===== src/rtl/binary_clock_top.sv =====
// binary_clock_top: 24-hour binary wall clock.
// HH:MM kept as BCD digits dh1:dh0:dm1:dm0, advanced by a seconds prescaler
// or by an active-low set button (one minute per MAIN_CLK/8 cycles).
// LED[3:0] shows dm0, LED[4] is a 1 Hz heartbeat.
// Optional macro WS2812_EN: when defined, the digits are rendered as a
// 4x4 binary matrix on a 16-pixel WS2812 chain; otherwise WS2812_DATA is 0.
module binary_clock_top #(
   parameter int          MAIN_CLK   = 12000000,
   parameter logic [23:0] LED_COLOUR = 24'h001F00
) (
   input  logic       CLK,
   input  logic       RST,
   input  logic       BTN,
   output logic [4:0] LED,
   output logic       WS2812_DATA
);

   localparam int SET_DIV = (MAIN_CLK / 8 > 1) ? MAIN_CLK / 8 : 1;
   localparam int PW      = $clog2(MAIN_CLK);
   localparam int SW      = (SET_DIV > 1) ? $clog2(SET_DIV) : 1;
   localparam logic [PW-1:0] PRESC_MAX = PW'(MAIN_CLK - 1);
   localparam logic [SW-1:0] SET_MAX   = SW'(SET_DIV - 1);

   logic          btn_meta, btn_sync, pressed;
   logic [PW-1:0] presc;
   logic          tick, heartbeat;
   logic [SW-1:0] set_cnt;
   logic          set_step;
   logic [5:0]    sec;
   logic          min_inc;
   logic [3:0]    dh1, dh0, dm1, dm0;

   // Two-flop synchronizer for the asynchronous button; idles released.
   always_ff @(posedge CLK or posedge RST) begin
      if (RST) begin
         btn_meta <= 1'b1;
         btn_sync <= 1'b1;
      end else begin
         btn_meta <= BTN;
         btn_sync <= btn_meta;
      end
   end

   assign pressed = ~btn_sync;
   assign tick    = (presc == PRESC_MAX);

   // Free-running one-second prescaler and heartbeat toggle.
   always_ff @(posedge CLK or posedge RST) begin
      if (RST) begin
         presc     <= '0;
         heartbeat <= 1'b0;
      end else if (tick) begin
         presc     <= '0;
         heartbeat <= ~heartbeat;
      end else begin
         presc <= presc + PW'(1);
      end
   end

   // Set-step divider, restarted whenever the button is released.
   always_ff @(posedge CLK or posedge RST) begin
      if (RST) begin
         set_cnt <= '0;
      end else if (!pressed || set_cnt == SET_MAX) begin
         set_cnt <= '0;
      end else begin
         set_cnt <= set_cnt + SW'(1);
      end
   end

   assign set_step = pressed && (set_cnt == SET_MAX);

   // Seconds 0..59, held at zero while setting.
   always_ff @(posedge CLK or posedge RST) begin
      if (RST) begin
         sec <= '0;
      end else if (pressed) begin
         sec <= '0;
      end else if (tick) begin
         sec <= (sec == 6'd59) ? 6'd0 : sec + 6'd1;
      end
   end

   // Seconds are held during set, so carry and set-step are mutually exclusive.
   assign min_inc = (!pressed && tick && sec == 6'd59) || set_step;

   // BCD minute/hour carry chain with 23:59 -> 00:00 wrap.
   always_ff @(posedge CLK or posedge RST) begin
      if (RST) begin
         dh1 <= '0;
         dh0 <= '0;
         dm1 <= '0;
         dm0 <= '0;
      end else if (min_inc) begin
         if (dm0 == 4'd9) begin
            dm0 <= '0;
            if (dm1 == 4'd5) begin
               dm1 <= '0;
               if (dh1 == 4'd2 && dh0 == 4'd3) begin
                  dh1 <= '0;
                  dh0 <= '0;
               end else if (dh0 == 4'd9) begin
                  dh0 <= '0;
                  dh1 <= dh1 + 4'd1;
               end else begin
                  dh0 <= dh0 + 4'd1;
               end
            end else begin
               dm1 <= dm1 + 4'd1;
            end
         end else begin
            dm0 <= dm0 + 4'd1;
         end
      end
   end

   assign LED = {heartbeat, dm0};

`ifdef WS2812_EN
   localparam int T_BIT = (MAIN_CLK / 800000 > 3) ? MAIN_CLK / 800000 : 3;
   localparam int T0H   = (T_BIT / 3 > 1) ? T_BIT / 3 : 1;
   localparam int T1H   = ((2 * T_BIT) / 3 > 2) ? (2 * T_BIT) / 3 : 2;
   localparam int T_RST = (MAIN_CLK / 16000 > 2) ? MAIN_CLK / 16000 : 2;
   localparam int CMAX  = (T_BIT > T_RST) ? T_BIT : T_RST;
   localparam int CW    = $clog2(CMAX + 1);

   typedef enum logic [1:0] {S_IDLE, S_BIT, S_GAP} ws_state_t;

   ws_state_t   state, state_nxt;
   logic [CW-1:0] cyc;
   logic [3:0]  pix;
   logic [4:0]  pbit;
   logic [15:0] frame;
   logic [23:0] shreg;
   logic        bit_end, last_bit, gap_end;
   logic        data_d, data_q;

   assign bit_end  = (cyc == CW'(T_BIT - 1));
   assign last_bit = (pix == 4'd15) && (pbit == 5'd23);
   assign gap_end  = (cyc == CW'(T_RST - 1));

   // Serializer state register.
   always_ff @(posedge CLK or posedge RST) begin
      if (RST) state <= S_IDLE;
      else     state <= state_nxt;
   end

   // Next state: latch, 384 bits, reset gap, repeat.
   always_comb begin
      state_nxt = state;
      case (state)
         S_IDLE:  state_nxt = S_BIT;
         S_BIT:   if (bit_end && last_bit) state_nxt = S_GAP;
         S_GAP:   if (gap_end) state_nxt = S_IDLE;
         default: state_nxt = S_IDLE;
      endcase
   end

   // Line level: high for T1H/T0H at the start of each bit slot.
   always_comb begin
      data_d = 1'b0;
      if (state == S_BIT)
         data_d = shreg[23] ? (cyc < CW'(T1H)) : (cyc < CW'(T0H));
   end

   // Frame datapath: digits latched at frame start, pixel and bit shifters,
   // and a registered output so the pin is glitch-free.
   always_ff @(posedge CLK or posedge RST) begin
      if (RST) begin
         cyc    <= '0;
         pix    <= '0;
         pbit   <= '0;
         frame  <= '0;
         shreg  <= '0;
         data_q <= 1'b0;
      end else begin
         data_q <= data_d;
         case (state)
            S_IDLE: begin
               frame <= {dh1, dh0, dm1, dm0};
               shreg <= dh1[3] ? LED_COLOUR : '0;
               cyc   <= '0;
               pix   <= '0;
               pbit  <= '0;
            end
            S_BIT: begin
               if (bit_end) begin
                  cyc <= '0;
                  if (pbit == 5'd23) begin
                     pbit  <= '0;
                     pix   <= pix + 4'd1;
                     frame <= {frame[14:0], 1'b0};
                     shreg <= frame[14] ? LED_COLOUR : '0;
                  end else begin
                     pbit  <= pbit + 5'd1;
                     shreg <= {shreg[22:0], 1'b0};
                  end
               end else begin
                  cyc <= cyc + CW'(1);
               end
            end
            default: cyc <= gap_end ? '0 : cyc + CW'(1);
         endcase
      end
   end

   assign WS2812_DATA = data_q;
`else
   logic unused_colour;
   assign unused_colour = ^LED_COLOUR;
   assign WS2812_DATA   = 1'b0;
`endif

endmodule


===== config.mk =====
export PLATFORM = sky130hd
export DESIGN_NAME = binary_clock_top
export DESIGN_NICKNAME = d
export VERILOG_FILES = /design/src/rtl/binary_clock_top.sv
export SDC_FILE = /design/constraint.sdc
export NUM_CORES = 1
export LEC_CHECK = 0
export ABC_AREA = 1
export ABC_CLOCK_PERIOD_IN_PS = 2350
export BUFFER_PORTS_ARGS = -buffer_cell sky130_fd_sc_hd__buf_2
export CAP_MARGIN = 20
export CELL_PAD_IN_SITES_DETAIL_PLACEMENT = 0
export CELL_PAD_IN_SITES_GLOBAL_PLACEMENT = 1
export CORE_MARGIN = 2
export CORE_UTILIZATION = 40
export DETAILED_ROUTE_END_ITERATION = 10
export PLACE_DENSITY = 0.69
export SYNTH_ARGS = -nofsm -noshare
export SYNTH_HDL_FRONTEND = slang
export SYNTH_SLANG_ARGS = --single-unit

===== constraint.sdc =====
create_clock -name CLK -period 2.35 [get_ports CLK]
set_input_delay 0.705 -clock CLK [delete_from_list [all_inputs] [get_ports CLK]]
set_output_delay 0.705 -clock CLK [all_outputs]
set_load 0.02 [all_outputs]

==> flow_summary.html <==
<table>
<tr><th>Metric</th><th>Value</th></tr>
<tr><th colspan="2">Status</th></tr>
<tr><td>Result of the run</td><td>completed</td></tr>
<tr><th colspan="2">Place</th></tr>
<tr><td>DP Worst Slack</td><td>roughly 0.55 ns</td></tr>
<tr><td>Number of port buffers</td><td>7</td></tr>
<tr><td>Number of placed instances, taps included</td><td>570</td></tr>
<tr><td>Detailed-placement wirelength estimate</td><td>between 5000 and 6000 um</td></tr>
<tr><td>Post-place instance area</td><td>between 3000 and 4000 sq um</td></tr>
<tr><td>Routability congestion estimate</td><td>about 0.87</td></tr>
<tr><th colspan="2">Global routing</th></tr>
<tr><td>Largest net degree at the start of global routing</td><td>a little under 60</td></tr>
<tr><td>Antenna violations before repair</td><td>0</td></tr>
<tr><td>Overall fraction of global-route tracks in use</td><td>approximately 18%</td></tr>
<tr><td>Aggregate global routing overflow</td><td>0</td></tr>
<tr><td>Wire length of the first global-routing pass</td><td>~13000 um</td></tr>
<tr><td>Vias in the first global route</td><td>around 2700</td></tr>
<tr><th colspan="2">Clock tree</th></tr>
<tr><td>TritonCTS clock tree</td><td>yes</td></tr>
<tr><td>CTS H-Tree Depth</td><td>3</td></tr>
<tr><td>Post-CTS Hold Buffers</td><td>0</td></tr>
<tr><td>Clock insertion delay at the later pin of the skew report</td><td>about 0.34 ns</td></tr>
<tr><td>Root buffer cell</td><td>sky130_fd_sc_hd__clkbuf_8</td></tr>
<tr><td>Number of CTS-inserted buffers</td><td>9</td></tr>
<tr><td>TritonCTS Sinks</td><td>58</td></tr>
<tr><td>Post-CTS setup buffer count</td><td>0</td></tr>
<tr><td>Number of buffers on the longest clock path</td><td>2</td></tr>
<tr><td>Gates resized, CTS repair</td><td>0</td></tr>
<tr><td>Clock edge transition at the registers on the reported setup and hold paths</td><td>0.07 ns</td></tr>
<tr><th colspan="2">Power and ir drop</th></tr>
<tr><td>Total power after layout</td><td>between 2 and 2.5 mW</td></tr>
<tr><td>Power per Cell Area</td><td>between 500 and 600 nW/um^2</td></tr>
<tr><td>Sw Share</td><td>between 20% and 30%</td></tr>
<tr><td>Leakage component of the power</td><td>1.82 nW</td></tr>
<tr><td>Register share of total power</td><td>approximately 49%</td></tr>
<tr><td>Worst vdd ir</td><td>roughly 0.29 mV</td></tr>
<tr><td>Part of the power in combinational logic</td><td>about 2.0%</td></tr>
<tr><td>Clk pwr share</td><td>49.4%</td></tr>
<tr><td>Cell internal power dissipation</td><td>between 1.5 and 2 mW</td></tr>
<tr><td>NetSw</td><td>between 0.4 and 0.5 mW</td></tr>
<tr><th colspan="2">STA</th></tr>
<tr><td>Setup TNS</td><td>0 ns</td></tr>
<tr><td>Worst path setup slack after routing</td><td>between 0.5 and 0.6 ns</td></tr>
<tr><td>Crit path time final</td><td>around 1.8 ns</td></tr>
<tr><td>Worst Skew</td><td>roughly 0.0099 ns</td></tr>
<tr><td>Count of endpoints failing setup in the final report</td><td>0</td></tr>
<tr><td>Final count of hold timing violations</td><td>0</td></tr>
<tr><td>Top achievable clock speed</td><td>approximately 550 MHz</td></tr>
<tr><td>Tcrit/Tclk final</td><td>around three quarters</td></tr>
<tr><td>Post-Route Hold Slack</td><td>~0.36 ns</td></tr>
<tr><td>Setup repair after global routing missed its margin</td><td>false</td></tr>
<tr><td>Max-slew violation count</td><td>0</td></tr>
<tr><th colspan="2">Logic synthesis</th></tr>
<tr><td>Mean cell area of the mapped netlist</td><td>approximately 7.4 sq um</td></tr>
<tr><td>Most used DFF post-synth</td><td>sky130_fd_sc_hd__dfrtp_1</td></tr>
<tr><td>Main area contributors after synthesis</td><td>sky130_fd_sc_hd__dfrtp_1 41%, sky130_fd_sc_hd__nand2_1 12%, sky130_fd_sc_hd__nor2_1 9.2%</td></tr>
<tr><td>Net count after synthesis</td><td>between 400 and 500</td></tr>
<tr><td>Synthesis-stage register bit count</td><td>just under 60</td></tr>
<tr><td>Syn Std Cell Area</td><td>~3400 sq um</td></tr>
<tr><td>Share of cell area taken by muxes after synthesis</td><td>0%</td></tr>
<tr><td>Distinct cell type count after synthesis</td><td>34</td></tr>
<tr><td>Top cell type by total area after synthesis</td><td>sky130_fd_sc_hd__dfrtp_1</td></tr>
<tr><td>Xor-xnor portion of the synthesized cell area</td><td>around 5.1%</td></tr>
<tr><td>Syn Inst Count</td><td>roughly 460</td></tr>
<tr><td>Simple logic cell fraction of the synthesized area</td><td>39.5%</td></tr>
<tr><td>Post-synth EDFFs</td><td>0</td></tr>
<tr><td>Synth async-reset ratio</td><td>100%</td></tr>
<tr><td>Combinational family with the most area after synthesis</td><td>simple AND/OR/NAND/NOR gates</td></tr>
<tr><td>Portion of synthesized cell area occupied by the leading cell type</td><td>between 40 and 50%</td></tr>
<tr><td>Register area share after synthesis</td><td>between 40% and 50%</td></tr>
<tr><td>Share of synthesized cell area in full adder, half adder and majority cells</td><td>about 1.1%</td></tr>
<tr><td>Leading cell types by count after synthesis</td><td>108 x sky130_fd_sc_hd__nand2_1, 84 x sky130_fd_sc_hd__nor2_1, 63 x sky130_fd_sc_hd__inv_1</td></tr>
<tr><td>Compound-gate portion of the synthesized area</td><td>under 10%</td></tr>
<tr><td>Top-count cell post-synth</td><td>sky130_fd_sc_hd__nand2_1</td></tr>
<tr><td>Yosys Warn Count</td><td>0</td></tr>
<tr><th colspan="2">Floorplan</th></tr>
<tr><td>Core area</td><td>a little over 8000 sq um</td></tr>
<tr><td>Starting utilization of the core area</td><td>between 40% and 50%</td></tr>
<tr><td>Die boundary height</td><td>~96 um</td></tr>
<tr><td>Die W</td><td>96.5 um</td></tr>
<tr><td>IO Count</td><td>9</td></tr>
<tr><td>Die footprint</td><td>~9300 sq um</td></tr>
<tr><td>Rows</td><td>33</td></tr>
<tr><th colspan="2">Final layout</th></tr>
<tr><td>Fill count</td><td>~900</td></tr>
<tr><td>Final Instance Area</td><td>3760 sq um</td></tr>
<tr><td>Number of antenna repair diodes</td><td>0</td></tr>
<tr><td>Final nets</td><td>482</td></tr>
<tr><td>Count of non-filler cells in the finished layout</td><td>roughly 600</td></tr>
<tr><td>Proportion of layout cells with a drive suffix above 1</td><td>about an eighth</td></tr>
<tr><td>Area Overhead vs Synth</td><td>10.0%</td></tr>
<tr><td>Finished Core Util</td><td>between 40% and 50%</td></tr>
<tr><th colspan="2">Drt</th></tr>
<tr><td>Violation count after the first detailed-route iteration</td><td>94</td></tr>
<tr><td>Drc violations</td><td>0</td></tr>
<tr><td>Via density</td><td>4.82</td></tr>
<tr><td>Routed wirelength normalized by instance count</td><td>12.8 um</td></tr>
<tr><td>Antenna Violating Nets Remaining</td><td>0</td></tr>
<tr><td>TritonRoute pass-1 iters</td><td>4</td></tr>
<tr><td>Vias</td><td>roughly 2800</td></tr>
<tr><td>Total wirelength of the detailed-routed design</td><td>~7500 um</td></tr>
<tr><th colspan="2">Critical path</th></tr>
<tr><td>Critical path type</td><td>reg -&gt; reg</td></tr>
<tr><td>Sort of element at the end of the critical path</td><td>flop</td></tr>
<tr><td>Source of the worst register-to-register timing path</td><td>set_cnt[0]$_DFF_PP0_</td></tr>
<tr><td>Signal arrival time at the worst endpoint</td><td>around 2.0 ns</td></tr>
<tr><td>Worst setup path startpoint</td><td>set_cnt[0]$_DFF_PP0_</td></tr>
<tr><td>Worst setup SP type</td><td>flop</td></tr>
<tr><td>WP data required</td><td>between 2 and 3 ns</td></tr>
<tr><td>Highest net fanout along the worst path</td><td>21</td></tr>
<tr><th colspan="2">Worst hold path</th></tr>
<tr><td>Start point of the worst hold path</td><td>btn_meta$_DFF_PP1_</td></tr>
<tr><td>Class of the most critical hold timing path</td><td>reg -&gt; reg</td></tr>
<tr><th colspan="2">Flow run</th></tr>
<tr><td>Max Cap Viol</td><td>0</td></tr>
</table>
-- routing by layer --
metal	vias up	part of all wire, %	wire length (um)	global-route usage (%)
li1	1474	-	-	-
met1	1319	47	3560	23.8
met2	23	49	3660	29.7
met3	11	1.7	126	3.03
met4	0	2.1	154	7.86
met5	-	0	0	0
-- flip-flops by register name, indices dropped and copies added, names as in the netlist --
register	count
sec	6
heartbeat	1
presc	24
dm0	4
btn_sync	1
set_cnt	21
btn_meta	1
-- worst max-delay path, stage by stage, from the launching register on --
cell and delay, ns:
sky130_fd_sc_hd__dfrtp_1 0.42, sky130_fd_sc_hd__ha_1 0.26, sky130_fd_sc_hd__nand2_2 0.11, sky130_fd_sc_hd__nor2_2 0.16, sky130_fd_sc_hd__inv_1 0.08, sky130_fd_sc_hd__nor2_1 0.08
sky130_fd_sc_hd__nand3_1 0.08, sky130_fd_sc_hd__nand2_2 0.35, sky130_fd_sc_hd__nor2_1 0.10
-- path summary, 6_finish.rpt --
path	to	slack [ns]	cells after the start
setup / recovery	set_cnt[16]$_DFF_PP0_	0.54	8
hold / removal	btn_sync$_DFF_PP1_	0.36	0
setup reg to reg	set_cnt[16]$_DFF_PP0_	0.54	8
hold reg to reg	btn_sync$_DFF_PP1_	0.36	0
max in group asynchronous	btn_meta$_DFF_PP1_	1.64	3
min in group asynchronous	dm0[1]$_DFFE_PP0P_	0.42	3
-- layout by cell type (no fill, tap or decap), types with 3 or more instances in the layout --
master                     synthesis  routed
sky130_fd_sc_hd__nand3_1          37      37
sky130_fd_sc_hd__nand2_1         108     108
sky130_fd_sc_hd__inv_1            63      62
sky130_fd_sc_hd__clkinv_2          0       4
sky130_fd_sc_hd__o21ai_0           5       5
sky130_fd_sc_hd__nand3_2           4       4
sky130_fd_sc_hd__a21oi_1           6       6
sky130_fd_sc_hd__clkbuf_8          0      10
sky130_fd_sc_hd__nor3_1           18      18
sky130_fd_sc_hd__nor2_4            3       3
sky130_fd_sc_hd__inv_2             3       4
sky130_fd_sc_hd__nor2_1           84      84
sky130_fd_sc_hd__buf_2             1       7
sky130_fd_sc_hd__nand2_2           8       8
sky130_fd_sc_hd__nand4_1          12      12
sky130_fd_sc_hd__o21ai_1           3       3
sky130_fd_sc_hd__dfrtp_1          56      56
sky130_fd_sc_hd__ha_1              3       3
sky130_fd_sc_hd__xor2_1           18      18
sky130_fd_sc_hd__nor2_2            9       9
-- power by group through the flow --
stage	registers (mW)	logic, mW	clock network (mW)
floorplan	1.03	0.0363	0
global placement	1.03	0.0451	0
detailed placement	1.03	0.0453	0
CTS	1.01	0.0454	1.06
global route	1.01	0.0508	1.11
finish	1.01	0.0427	1.03
-- kinds of logic (layout without fill, tap and decap cells) --
family	Yosys count	after routing
buf+inv	74	91
compound gates	16	16
other cells	1	1
xor+xnor	20	20
fa+ha+maj	3	3
simple gates	292	292
flops	58	58
-- layout make-up --
class | count | area (sq um) | share of cell area, %
Timing Repair Buffer | 8 | 55.1 | 1.46
Multi-Input combinational cell | 332 | 1650 | 43.9
Clock inverter | 6 | 80.1 | 2.13
Tap cell | 105 | 131 | 3.49
Clock buffer | 10 | 138 | 3.66
Inverter | 67 | 254 | 6.75
Sequential cell | 58 | 1450 | 38.6
No activity file was read; power rests on OpenSTA's default activity.
